--- config.mk ---
export PLATFORM = sky130hd
export DESIGN_NAME = pusher_feed_sched_flat
export DESIGN_NICKNAME = d
export VERILOG_FILES = /design/src/rtl/pusher_feed_sched_pkg.sv /design/src/rtl/pusher_feed_sched_if.sv /design/src/rtl/pusher_feed_sched_lane_window.sv /design/src/rtl/pusher_feed_sched.sv /design/src/flat_wrapper.sv
export SDC_FILE = /design/constraint.sdc
export NUM_CORES = 1
export LEC_CHECK = 0
export ABC_AREA = 1
export CAP_MARGIN = 25
export CORE_ASPECT_RATIO = 0.8
export CORE_UTILIZATION = 45
export CTS_BUF_LIST = sky130_fd_sc_hd__clkbuf_4
export CTS_CLUSTER_SIZE = 30
export DETAILED_ROUTE_END_ITERATION = 8
export PLACE_DENSITY_LB_ADDON = 0.25
export SLEW_MARGIN = 20
export SYNTH_ARGS = -nofsm -noshare
export SYNTH_HDL_FRONTEND = slang
export SYNTH_HIERARCHICAL = 1
export SYNTH_SLANG_ARGS = --single-unit
export TNS_END_PERCENT = 20
--- constraint.sdc ---
create_clock -name clk_i -period 2.5 [get_ports clk_i]
set_input_delay 0.5 -clock clk_i [delete_from_list [all_inputs] [get_ports clk_i]]
set_output_delay 0.5 -clock clk_i [all_outputs]
set_load 0.005 [all_outputs]
--- src/rtl/pusher_feed_sched_pkg.sv ---
// pusher_sched_pkg: shared types and timing constants for the Pusher feed sequencer.
package pusher_sched_pkg;

  typedef enum logic [1:0] {
    IDLE  = 2'd0,
    FETCH = 2'd1,
    DRAIN = 2'd2
  } sched_state_e;

  // Cycles from start acceptance (T) to the first lane-data issue is ISSUE_LAT+1.
  localparam int ISSUE_LAT = 2;
  // Lane r's valid window opens at T+VALID_OFS+1+r.
  localparam int VALID_OFS = 3;

  // Counter must hold 0 .. 2*DIM+3.
  function automatic int cnt_width(input int dim);
    int w;
    w = $clog2(2 * dim + 3);
    if (w < 1) begin
      w = 1;
    end else begin
      w = w;
    end
    return w;
  endfunction

  // Buffer address width, never narrower than one bit.
  function automatic int addr_width(input int dim);
    int w;
    w = $clog2(dim);
    if (w < 1) begin
      w = 1;
    end else begin
      w = w;
    end
    return w;
  endfunction

endpackage

--- src/rtl/pusher_feed_sched_if.sv ---
// pusher_feed_sched_if: buffer read port, lane outputs and control handshake.
// abort_i exists only when PUSH_SCHED_ABORT_EN is defined.
interface pusher_feed_sched_if #(
  parameter int DIM       = 4,
  parameter int BUS_WIDTH = 32,
  parameter int ADDR_W    = 2
);
  logic                     start_i;
  logic                     rd_en_o;
  logic [ADDR_W-1:0]        rd_addr_o;
  logic [BUS_WIDTH-1:0]     rd_data_i;
  logic [DIM*BUS_WIDTH-1:0] lane_data_o;
  logic [DIM-1:0]           lane_valid_o;
  logic                     busy_o;
  logic                     done_o;
`ifdef PUSH_SCHED_ABORT_EN
  logic                     abort_i;

  modport master (output start_i, rd_data_i, abort_i,
                  input  rd_en_o, rd_addr_o, lane_data_o, lane_valid_o, busy_o, done_o);
  modport slave  (input  start_i, rd_data_i, abort_i,
                  output rd_en_o, rd_addr_o, lane_data_o, lane_valid_o, busy_o, done_o);
`else
  modport master (output start_i, rd_data_i,
                  input  rd_en_o, rd_addr_o, lane_data_o, lane_valid_o, busy_o, done_o);
  modport slave  (input  start_i, rd_data_i,
                  output rd_en_o, rd_addr_o, lane_data_o, lane_valid_o, busy_o, done_o);
`endif
endinterface

--- src/rtl/pusher_feed_sched_lane_window.sv ---
// sched_lane_window: registered valid window for one Pusher lane. The input is
// the count the sequencer is about to enter, so the output lines up with it.
module sched_lane_window
  import pusher_sched_pkg::*;
#(
  parameter int DIM  = 4,
  parameter int LANE = 0,
  parameter int CW   = 4
) (
  input  logic          clk_i,
  input  logic          rst_ni,
  input  logic [CW-1:0] cnt_i,
  output logic          valid_o
);
  localparam logic [CW-1:0] WIN_FIRST = CW'(VALID_OFS + 1 + LANE);
  localparam logic [CW-1:0] WIN_LAST  = CW'(VALID_OFS + LANE + DIM);

  logic valid_r;

  // Window register: high while the upcoming count lies inside this lane's window.
  always_ff @(posedge clk_i or negedge rst_ni) begin
    if (!rst_ni) begin
      valid_r <= 1'b0;
    end else begin
      valid_r <= (cnt_i >= WIN_FIRST) && (cnt_i <= WIN_LAST);
    end
  end

  assign valid_o = valid_r;

endmodule

--- src/rtl/pusher_feed_sched.sv ---
// pusher_feed_sched: reads DIM words from the operand buffer and issues word r
// to lane r for one cycle, skewed one cycle per lane, then tracks each lane's
// streaming window and pulses done_o. Optional abort: PUSH_SCHED_ABORT_EN.
module pusher_feed_sched
  import pusher_sched_pkg::*;
#(
  parameter int DIM        = 4,
  parameter int BUS_WIDTH  = 32,
  parameter int DATA_WIDTH = 8,
  parameter int ADDR_W     = addr_width(DIM)
) (
  input logic                clk_i,
  input logic                rst_ni,
  pusher_feed_sched_if.slave bus
);
  localparam int CW = cnt_width(DIM);
  localparam logic [CW-1:0] CNT_ONE    = CW'(1);
  localparam logic [CW-1:0] FETCH_LAST = CW'(DIM);
  localparam logic [CW-1:0] BUSY_LAST  = CW'(2 * DIM + 2);
  localparam logic [CW-1:0] DONE_CNT   = CW'(2 * DIM + 3);

  if (BUS_WIDTH != DIM * DATA_WIDTH) begin : g_width_chk
    $error("BUS_WIDTH must equal DIM*DATA_WIDTH");
  end

  sched_state_e             state_r;
  logic [CW-1:0]            cnt_r;
  logic [CW-1:0]            cnt_nxt_s;
  logic                     abort_s;
  logic                     rd_en_r;
  logic [ADDR_W-1:0]        rd_addr_r;
  logic [DIM*BUS_WIDTH-1:0] lane_data_r;
  logic [DIM-1:0]           lane_valid_s;
  logic                     busy_r;
  logic                     done_r;

`ifdef PUSH_SCHED_ABORT_EN
  assign abort_s = bus.abort_i;
`else
  assign abort_s = 1'b0;
`endif

  // Next count: the cycle index relative to start acceptance that we enter next.
  // 0 means idle; the done cycle (DONE_CNT) is idle too and may accept a start.
  always_comb begin
    cnt_nxt_s = '0;
    case (state_r)
      IDLE: begin
        if (bus.start_i) begin
          cnt_nxt_s = CNT_ONE;
        end else begin
          cnt_nxt_s = '0;
        end
      end
      FETCH, DRAIN: begin
        if (abort_s) begin
          cnt_nxt_s = '0;
        end else if (cnt_r == BUSY_LAST) begin
          cnt_nxt_s = DONE_CNT;
        end else begin
          cnt_nxt_s = cnt_r + CNT_ONE;
        end
      end
      default: cnt_nxt_s = '0;
    endcase
  end

  // Sequencer FSM: state, counter and every registered output decoded from the next count.
  always_ff @(posedge clk_i or negedge rst_ni) begin
    if (!rst_ni) begin
      state_r     <= IDLE;
      cnt_r       <= '0;
      rd_en_r     <= 1'b0;
      rd_addr_r   <= '0;
      lane_data_r <= '0;
      busy_r      <= 1'b0;
      done_r      <= 1'b0;
    end else begin
      cnt_r <= cnt_nxt_s;
      if ((cnt_nxt_s == '0) || (cnt_nxt_s == DONE_CNT)) begin
        state_r <= IDLE;
      end else if (cnt_nxt_s <= FETCH_LAST) begin
        state_r <= FETCH;
      end else begin
        state_r <= DRAIN;
      end
      if ((cnt_nxt_s >= CNT_ONE) && (cnt_nxt_s <= FETCH_LAST)) begin
        rd_en_r   <= 1'b1;
        rd_addr_r <= ADDR_W'(cnt_nxt_s - CNT_ONE);
      end else begin
        rd_en_r   <= 1'b0;
        rd_addr_r <= '0;
      end
      busy_r <= (cnt_nxt_s >= CNT_ONE) && (cnt_nxt_s <= BUSY_LAST);
      done_r <= (cnt_nxt_s == DONE_CNT);
      // Word r arrives one cycle after its read and sits on lane r for one cycle.
      for (int r = 0; r < DIM; r++) begin
        if (cnt_nxt_s == CW'(ISSUE_LAT + 1 + r)) begin
          lane_data_r[r*BUS_WIDTH +: BUS_WIDTH] <= bus.rd_data_i;
        end else begin
          lane_data_r[r*BUS_WIDTH +: BUS_WIDTH] <= '0;
        end
      end
    end
  end

  for (genvar g = 0; g < DIM; g++) begin : g_lane
    sched_lane_window #(
      .DIM  (DIM),
      .LANE (g),
      .CW   (CW)
    ) u_win (
      .clk_i   (clk_i),
      .rst_ni  (rst_ni),
      .cnt_i   (cnt_nxt_s),
      .valid_o (lane_valid_s[g])
    );
  end

  assign bus.rd_en_o      = rd_en_r;
  assign bus.rd_addr_o    = rd_addr_r;
  assign bus.lane_data_o  = lane_data_r;
  assign bus.lane_valid_o = lane_valid_s;
  assign bus.busy_o       = busy_r;
  assign bus.done_o       = done_r;

endmodule
--- src/flat_wrapper.sv ---
// flat-port wrapper written by rule: the top's interface ports become plain ports
module pusher_feed_sched_flat import pusher_sched_pkg::*;
#(
  parameter int DIM        = 4,
  parameter int BUS_WIDTH  = 32,
  parameter int DATA_WIDTH = 8,
  parameter int ADDR_W     = addr_width(DIM)
)
  (clk_i, rst_ni, bus_start_i, bus_rd_data_i, bus_rd_en_o, bus_rd_addr_o, bus_lane_data_o, bus_lane_valid_o, bus_busy_o, bus_done_o);
  pusher_feed_sched_if #(.DIM(DIM), .BUS_WIDTH(BUS_WIDTH), .ADDR_W(ADDR_W)) bus_i ();
  input logic clk_i;
  input logic rst_ni;
  input wire logic [$bits(bus_i.start_i)-1:0] bus_start_i;
  input wire logic [$bits(bus_i.rd_data_i)-1:0] bus_rd_data_i;
  output wire logic [$bits(bus_i.rd_en_o)-1:0] bus_rd_en_o;
  output wire logic [$bits(bus_i.rd_addr_o)-1:0] bus_rd_addr_o;
  output wire logic [$bits(bus_i.lane_data_o)-1:0] bus_lane_data_o;
  output wire logic [$bits(bus_i.lane_valid_o)-1:0] bus_lane_valid_o;
  output wire logic [$bits(bus_i.busy_o)-1:0] bus_busy_o;
  output wire logic [$bits(bus_i.done_o)-1:0] bus_done_o;
  assign bus_i.start_i = bus_start_i;
  assign bus_i.rd_data_i = bus_rd_data_i;
  assign bus_rd_en_o = bus_i.rd_en_o;
  assign bus_rd_addr_o = bus_i.rd_addr_o;
  assign bus_lane_data_o = bus_i.lane_data_o;
  assign bus_lane_valid_o = bus_i.lane_valid_o;
  assign bus_busy_o = bus_i.busy_o;
  assign bus_done_o = bus_i.done_o;
  pusher_feed_sched #(.DIM(DIM), .BUS_WIDTH(BUS_WIDTH), .DATA_WIDTH(DATA_WIDTH), .ADDR_W(ADDR_W)) u_core (.clk_i(clk_i), .rst_ni(rst_ni), .bus(bus_i));
endmodule
# Word level (Yosys, flattened, before mapping)
# Cells that the tools add are included.
dict set report totals {
  elab_cells 52
  register_bits 143
  out_inout_bits 137
}
dict set report classes {
  n_lt_le_gt_ge 10
  n_reduce_logical 10
  n_mux 11
  add_sub_neg 2
  n_eq_ne 8
}
# cell n
set ops {}
lappend ops {{two-way mux 32 bit} 4}
lappend ops {{>= comparator 4 x 3 -> 1 bit (second input constant)} 4}
lappend ops {{== test 4 x 3 -> 1 bit (second input constant)} 3}
lappend ops {{less-or-equal comparator 4 bit (second input constant)} 3}
lappend ops {{== test 4 bit (second input constant)} 2}
lappend ops {{less-or-equal comparator 4 x 3 -> 1 bit (second input constant)} 2}
lappend ops {{case mux 4 bit (2 select lines)} 1}
lappend ops {{logical AND 1 bit} 6}
lappend ops {{two-way mux 2 bit} 3}
lappend ops {{adder 4 x 1 -> 4 bit (second input constant)} 1}
lappend ops {{== test 4 x 2 -> 1 bit (second input constant)} 1}
lappend ops {{>= comparator 4 x 1 -> 1 bit (second input constant)} 1}
lappend ops {{zero test 4 bit} 1}
lappend ops {{two-way mux 4 bit} 1}
lappend ops {{== test 2 x 1 -> 1 bit (second input constant)} 1}
lappend ops {{== test 2 bit (second input constant)} 1}
lappend ops {{zero test 2 bit} 1}
lappend ops {{two-way mux 1 bit} 2}
lappend ops {{OR reduction 2 bit} 1}
lappend ops {{subtractor 2 x 1 -> 2 bit (second input constant)} 1}
lappend ops {{logical OR 1 bit} 1}

# Logic depth before layout (Yosys ltp)
dict set report logic_depth {
  word_depth 6
  ltp_mapped 13
}

# By module
# Netlist, hierarchy kept.
# module cells_each instances area_each_um2
set modules_own_cells {}
lappend modules_own_cells {pusher_feed_sched 374 1 4564.4}
lappend modules_own_cells {{sched_lane_window (u_core.g_lane[1].u_win)} 13 1 70.1}
lappend modules_own_cells {{sched_lane_window (u_core.g_lane[3].u_win)} 11 1 62.6}
lappend modules_own_cells {{sched_lane_window (u_core.g_lane[2].u_win)} 10 1 58.8}
lappend modules_own_cells {{sched_lane_window (u_core.g_lane[0].u_win)} 3 1 35.0}

# Least setup slack after synthesis
# Ideal clock, no wire load.
dict set report synth_timing {
  kind {register to register}
  start {reg u_core.cnt_r[0]}
  end {reg u_core.rd_addr_r[0], in the netlist u_core/bus.rd_addr_o[0]}
  path_stages_with_launch 10
  t_arrival_ns 1.875
  setup_ns 0.127
  setup_slack_ns 0.498
  required_time_ns 2.373
  cell_sequence {dfrtp_1 -> inv_1 -> ha_1 -> nor2_1 -> inv_1 -> ha_1 -> o21ai_0 -> inv_1 -> nand2_1 -> nor2_1}
}
dict set report synth_between {
  elab_chain_cells 6
}
# item line
set synth_lines {}
lappend synth_lines {{start: declaration} pusher_feed_sched.sv:27} ;# logic [CW-1:0] cnt_r;
lappend synth_lines {{start signal: assignment} pusher_feed_sched.sv:79} ;# cnt_r <= cnt_nxt_s;
lappend synth_lines {{adder 4 x 1 -> 4 bit / == test 4 bit (equally long branches)} {pusher_feed_sched.sv:61, pusher_feed_sched.sv:58}}
lappend synth_lines {{two-way mux 4 bit (*)} pusher_feed_sched.sv:58} ;# end else if (cnt_r == BUSY_LAST) begin
lappend synth_lines {{case mux 4 bit (2 select lines) (*)} pusher_feed_sched.sv:47} ;# case (state_r)
lappend synth_lines {{named net u_core.cnt_nxt_s[1]} pusher_feed_sched.sv:28} ;# logic [CW-1:0] cnt_nxt_s;
lappend synth_lines {{>= comparator 4 x 1 -> 1 bit / less-or-equal comparator 4 x 3 -> 1 bit (equally long branches)} pusher_feed_sched.sv:87} ;# if ((cnt_nxt_s >= CNT_ONE) && (cnt_nxt_s <= FETCH_LAST)) begin
lappend synth_lines {{logical AND 1 bit (*)} pusher_feed_sched.sv:87}
lappend synth_lines {{two-way mux 2 bit (*)} pusher_feed_sched.sv:87}
lappend synth_lines {{end signal: assignment} pusher_feed_sched.sv:89} ;# rd_addr_r <= ADDR_W'(cnt_nxt_s - CNT_ONE);
lappend synth_lines {{end: declaration} pusher_feed_sched.sv:31} ;# logic [ADDR_W-1:0] rd_addr_r;
# Mark *: on every way through the listed nets, which the timed path passes. The rest lies on a longest branch.

# Worst setup path in the final report
dict set report layout_timing {
  start {reg u_core.state_r[0]}
  end {reg u_core.rd_addr_r[0], in the netlist u_core/bus.rd_addr_o[0]}
}
dict set report layout_between {
  elab_chain_cells 6
}
# item line
set layout_lines {}
lappend layout_lines {{start: declaration} pusher_feed_sched.sv:26} ;# sched_state_e state_r;
lappend layout_lines {{start signal: assignment} pusher_feed_sched.sv:71} ;# state_r <= IDLE;
lappend layout_lines {{start signal: assignment} pusher_feed_sched.sv:81} ;# state_r <= IDLE;
lappend layout_lines {{start signal: assignment} pusher_feed_sched.sv:83} ;# state_r <= FETCH;
lappend layout_lines {{== test 2 x 1 -> 1 bit / == test 2 bit (equally long branches)} pusher_feed_sched.sv:47}
lappend layout_lines {{OR reduction 2 bit} pusher_feed_sched.sv:47}
lappend layout_lines {{case mux 4 bit (2 select lines) (*)} pusher_feed_sched.sv:47}
lappend layout_lines {{named net u_core.cnt_nxt_s[0]} pusher_feed_sched.sv:28}
lappend layout_lines {{>= comparator 4 x 1 -> 1 bit / less-or-equal comparator 4 x 3 -> 1 bit (equally long branches)} pusher_feed_sched.sv:87}
lappend layout_lines {{logical AND 1 bit} pusher_feed_sched.sv:87}
lappend layout_lines {{two-way mux 2 bit (*)} pusher_feed_sched.sv:87}
# Marked as above.

==> impl_metrics.tcl <==
set metrics [dict create \
    hold_class "input port to async pin" \
    end_kind "flop" \
    cts_buffers 17 \
    outcome "finished, final reports clean" \
    final_cell_area_um2 6990 \
    post_drt_wl_per_cell_um 14.0 \
    synth_top_area_frac 0.747 \
    clkTransAtPathRegs_ns 0.13 \
    drtIter0Drc 194 \
    diodes 0 \
    yosysTopAreaCell "dfrtp_1" \
    fmax_mhz 486 \
    die_y_um 94.3 \
    ctsResizeCount 0 \
    die_area_um2 11100 \
    first_pass_iters 4 \
    period_share 0.823 \
    antenna_found_initial 0 \
    grt_max_degree 59 \
    finalCriticalPeriod_ns 2.06 \
    crit_required_ns 2.91 \
    clockBufferDepth 2 \
    synth_seq_cells 143 \
    clk_latency_ns 0.51 \
    critPathKind "flop to flop" \
    antenna_left 0 \
    startpoint "u_core/state_r[0]" \
    gp_congestion 0.806 \
    vias_per_cell 4.42 \
    fin_nets 646 \
    row_count 33 \
    postCtsHoldBufs 1 \
    grt_use_total 0.207 \
    io_pins 172 \
    setup_viol 0 \
    powerDensity_nw_per_um2 947 \
    hold_violations 0 \
    synth-seq-area-share 0.747 \
    skew_ns 0.0167 \
    holdWs_ns 0.464 \
    postCtsSetupRepairBufs 0 \
    final_layout_size_suffix_gt1_frac 0.0862 \
    grt_overflow 0 \
    leakage_nw 3.59 \
    grt_pass1_wl_mm 17.1 \
    critical_path_arrival_ns 2.47 \
    syn-num-nets 455 \
    cp_max_fo 3 \
    maxSlewViolCount 0 \
    netlist_instances 411 \
    cts.sinks 143 \
    synth.cell_area_um2 4790 \
    cts_tree "done" \
    r2r_cells 12 \
    start_util 0.466 \
    start_kind "flop" \
    totalWireLength_mm 10.6 \
    max-slew-margin-rel 0.713 \
    core_um2 10300 \
    drcViolationCount 0 \
    hpwl_mm 7.31 \
    die_w_um 117 \
    grt_pass1_vias 3416 \
    drv_cap 0 \
    r2r_setup_slack_ns 0.44 \
    dpl-instance-area_um2 6670 \
    synthTopCellsByArea "dfrtp_1, nor2_1, inv_1, nand2_1, ha_1" \
    worst_slew_pin_slew_ns 0.430 \
    timing.rr.start "u_core/state_r[0]" \
    syn2layout_area_growth_pct 46.0 \
    synth.distinct_cells 17 \
    finalPower_w 0.00662 \
    yosys_warnings 6 \
    setup_tns_ns 0 \
    r2r-end "u_core/bus.rd_addr_o[0]" \
    cts.root.buffer_cell "clkbuf_4" \
    htreeDepth 4 \
    port_buffers 171 \
    syn_area_per_cell_um2 11.7 \
    rsz0062_at_grt "no" \
    vias 3338 \
    vdd_ir_drop_max_mv 0.786 \
]
-- state kept, by name, summed over array words and instances (netlist names) --
signal / flops
u_core/bus.lane_data_o: 128
u_core/cnt_r: 4
u_core/g_lane.u_win/valid_o: 4
u_core/bus.rd_addr_o: 2
u_core/state_r: 2
u_core/bus.busy_o: 1
u_core/bus.done_o: 1
u_core/bus.rd_en_o: 1
-- kinds of logic (layout without fill, tap and decap cells) --
family / after synthesis / in the layout / synth area share
adder cells (fa/ha/maj): 9 / 9 / 0.0235
buffers and inverters: 77 / 281 / 0.0768
AND/OR/NAND/NOR: 180 / 180 / 0.151
flip-flops: 143 / 143 / 0.747
AO/OA/AOI/OAI: 2 / 2 / 0.00209
-- cell type report --
| class | instances | area (µm²) |
|---|---|---|
| Clock buffer | 18 | 135 |
| Clock inverter | 14 | 179 |
| Fill cell | 747 | 3290 |
| Inverter | 65 | 244 |
| Multi-Input combinational cell | 191 | 845 |
| Sequential cell | 143 | 3580 |
| Tap cell | 140 | 175 |
| Timing Repair Buffer | 184 | 1840 |
-- critical path, stage by stage (launching register included) --
cell,delay (ns)
dfrtp_1,0.38
inv_1,0.05
ha_1,0.26
nand2_1,0.07
inv_1,0.14
nand2_1,0.08
nand2_1,0.09
inv_1,0.09
ha_1,0.24
o21ai_0,0.31
inv_1,0.09
nand2_1,0.12
nor2_1,0.05
-- metal layers --
layer  up-vias  wire (µm)  track usage
li1       1571          -            -
met1      1625       4640        0.255
met2       129       4910        0.328
met3        13        945       0.0874
met4         0        106       0.0714
met5         -          0            0
-- synthesized netlist by cell type --
cell and n:
buf_6 9, buf_4 3, nor2_4 1, nand3_4 1, nand4_1 1, nand3_2 1, nor2_1 134, nand3_1 5
inv_1 63, nand2_2 3, inv_2 2, nand2_1 33, dfrtp_1 143, o21ai_0 1, a21oi_1 1, ha_1 9
nor2_2 1
-- cells in the final DEF (no fill, tap or decap), types with 2 or more instances in the layout --
cell             instances
clkdlybuf4s50_1        170
dfrtp_1                143
nor2_1                 134
inv_1                   63
nand2_1                 33
clkbuf_4                18
buf_4                   10
ha_1                     9
inv_6                    5
nand3_1                  5
clkinvlp_4               4
bufinv_16                3
nand2_2                  3
inv_2                    2
buf_12                   2
-- how the worst max path moves through the flow --
stage,depth (start not counted),end
2_1_floorplan,9,u_core/bus.rd_addr_o[0]
3_3_place_gp,9,u_core/bus.rd_en_o
3_5_place_dp,9,u_core/bus.rd_addr_o[0]
4_1_cts,12,u_core/bus.rd_addr_o[0]
5_1_grt,13,u_core/bus.lane_data_o[11]
6_report,12,u_core/bus.rd_addr_o[0]
-- power by group --
part	leakage (nW)	internal, W	switching (W)
Combinational	1.47	0.00110	0.00104
Sequential	1.97	0.00276	0.000144
Clock	0.156	0.000723	0.000858
-- metrics by stage --
stage | utilization | setup slack [ns] | instances
final | 0.680 | 0.442 | 755
after global routing | 0.680 | 0.258 | 755
after floorplan | - | 0.498 | 411
after global placement | 0.649 | 0.457 | 722
after CTS | 0.680 | 0.456 | 755
after detailed placement | 0.649 | 0.394 | 722
Note: power is estimated with default switching activity, not from simulation.
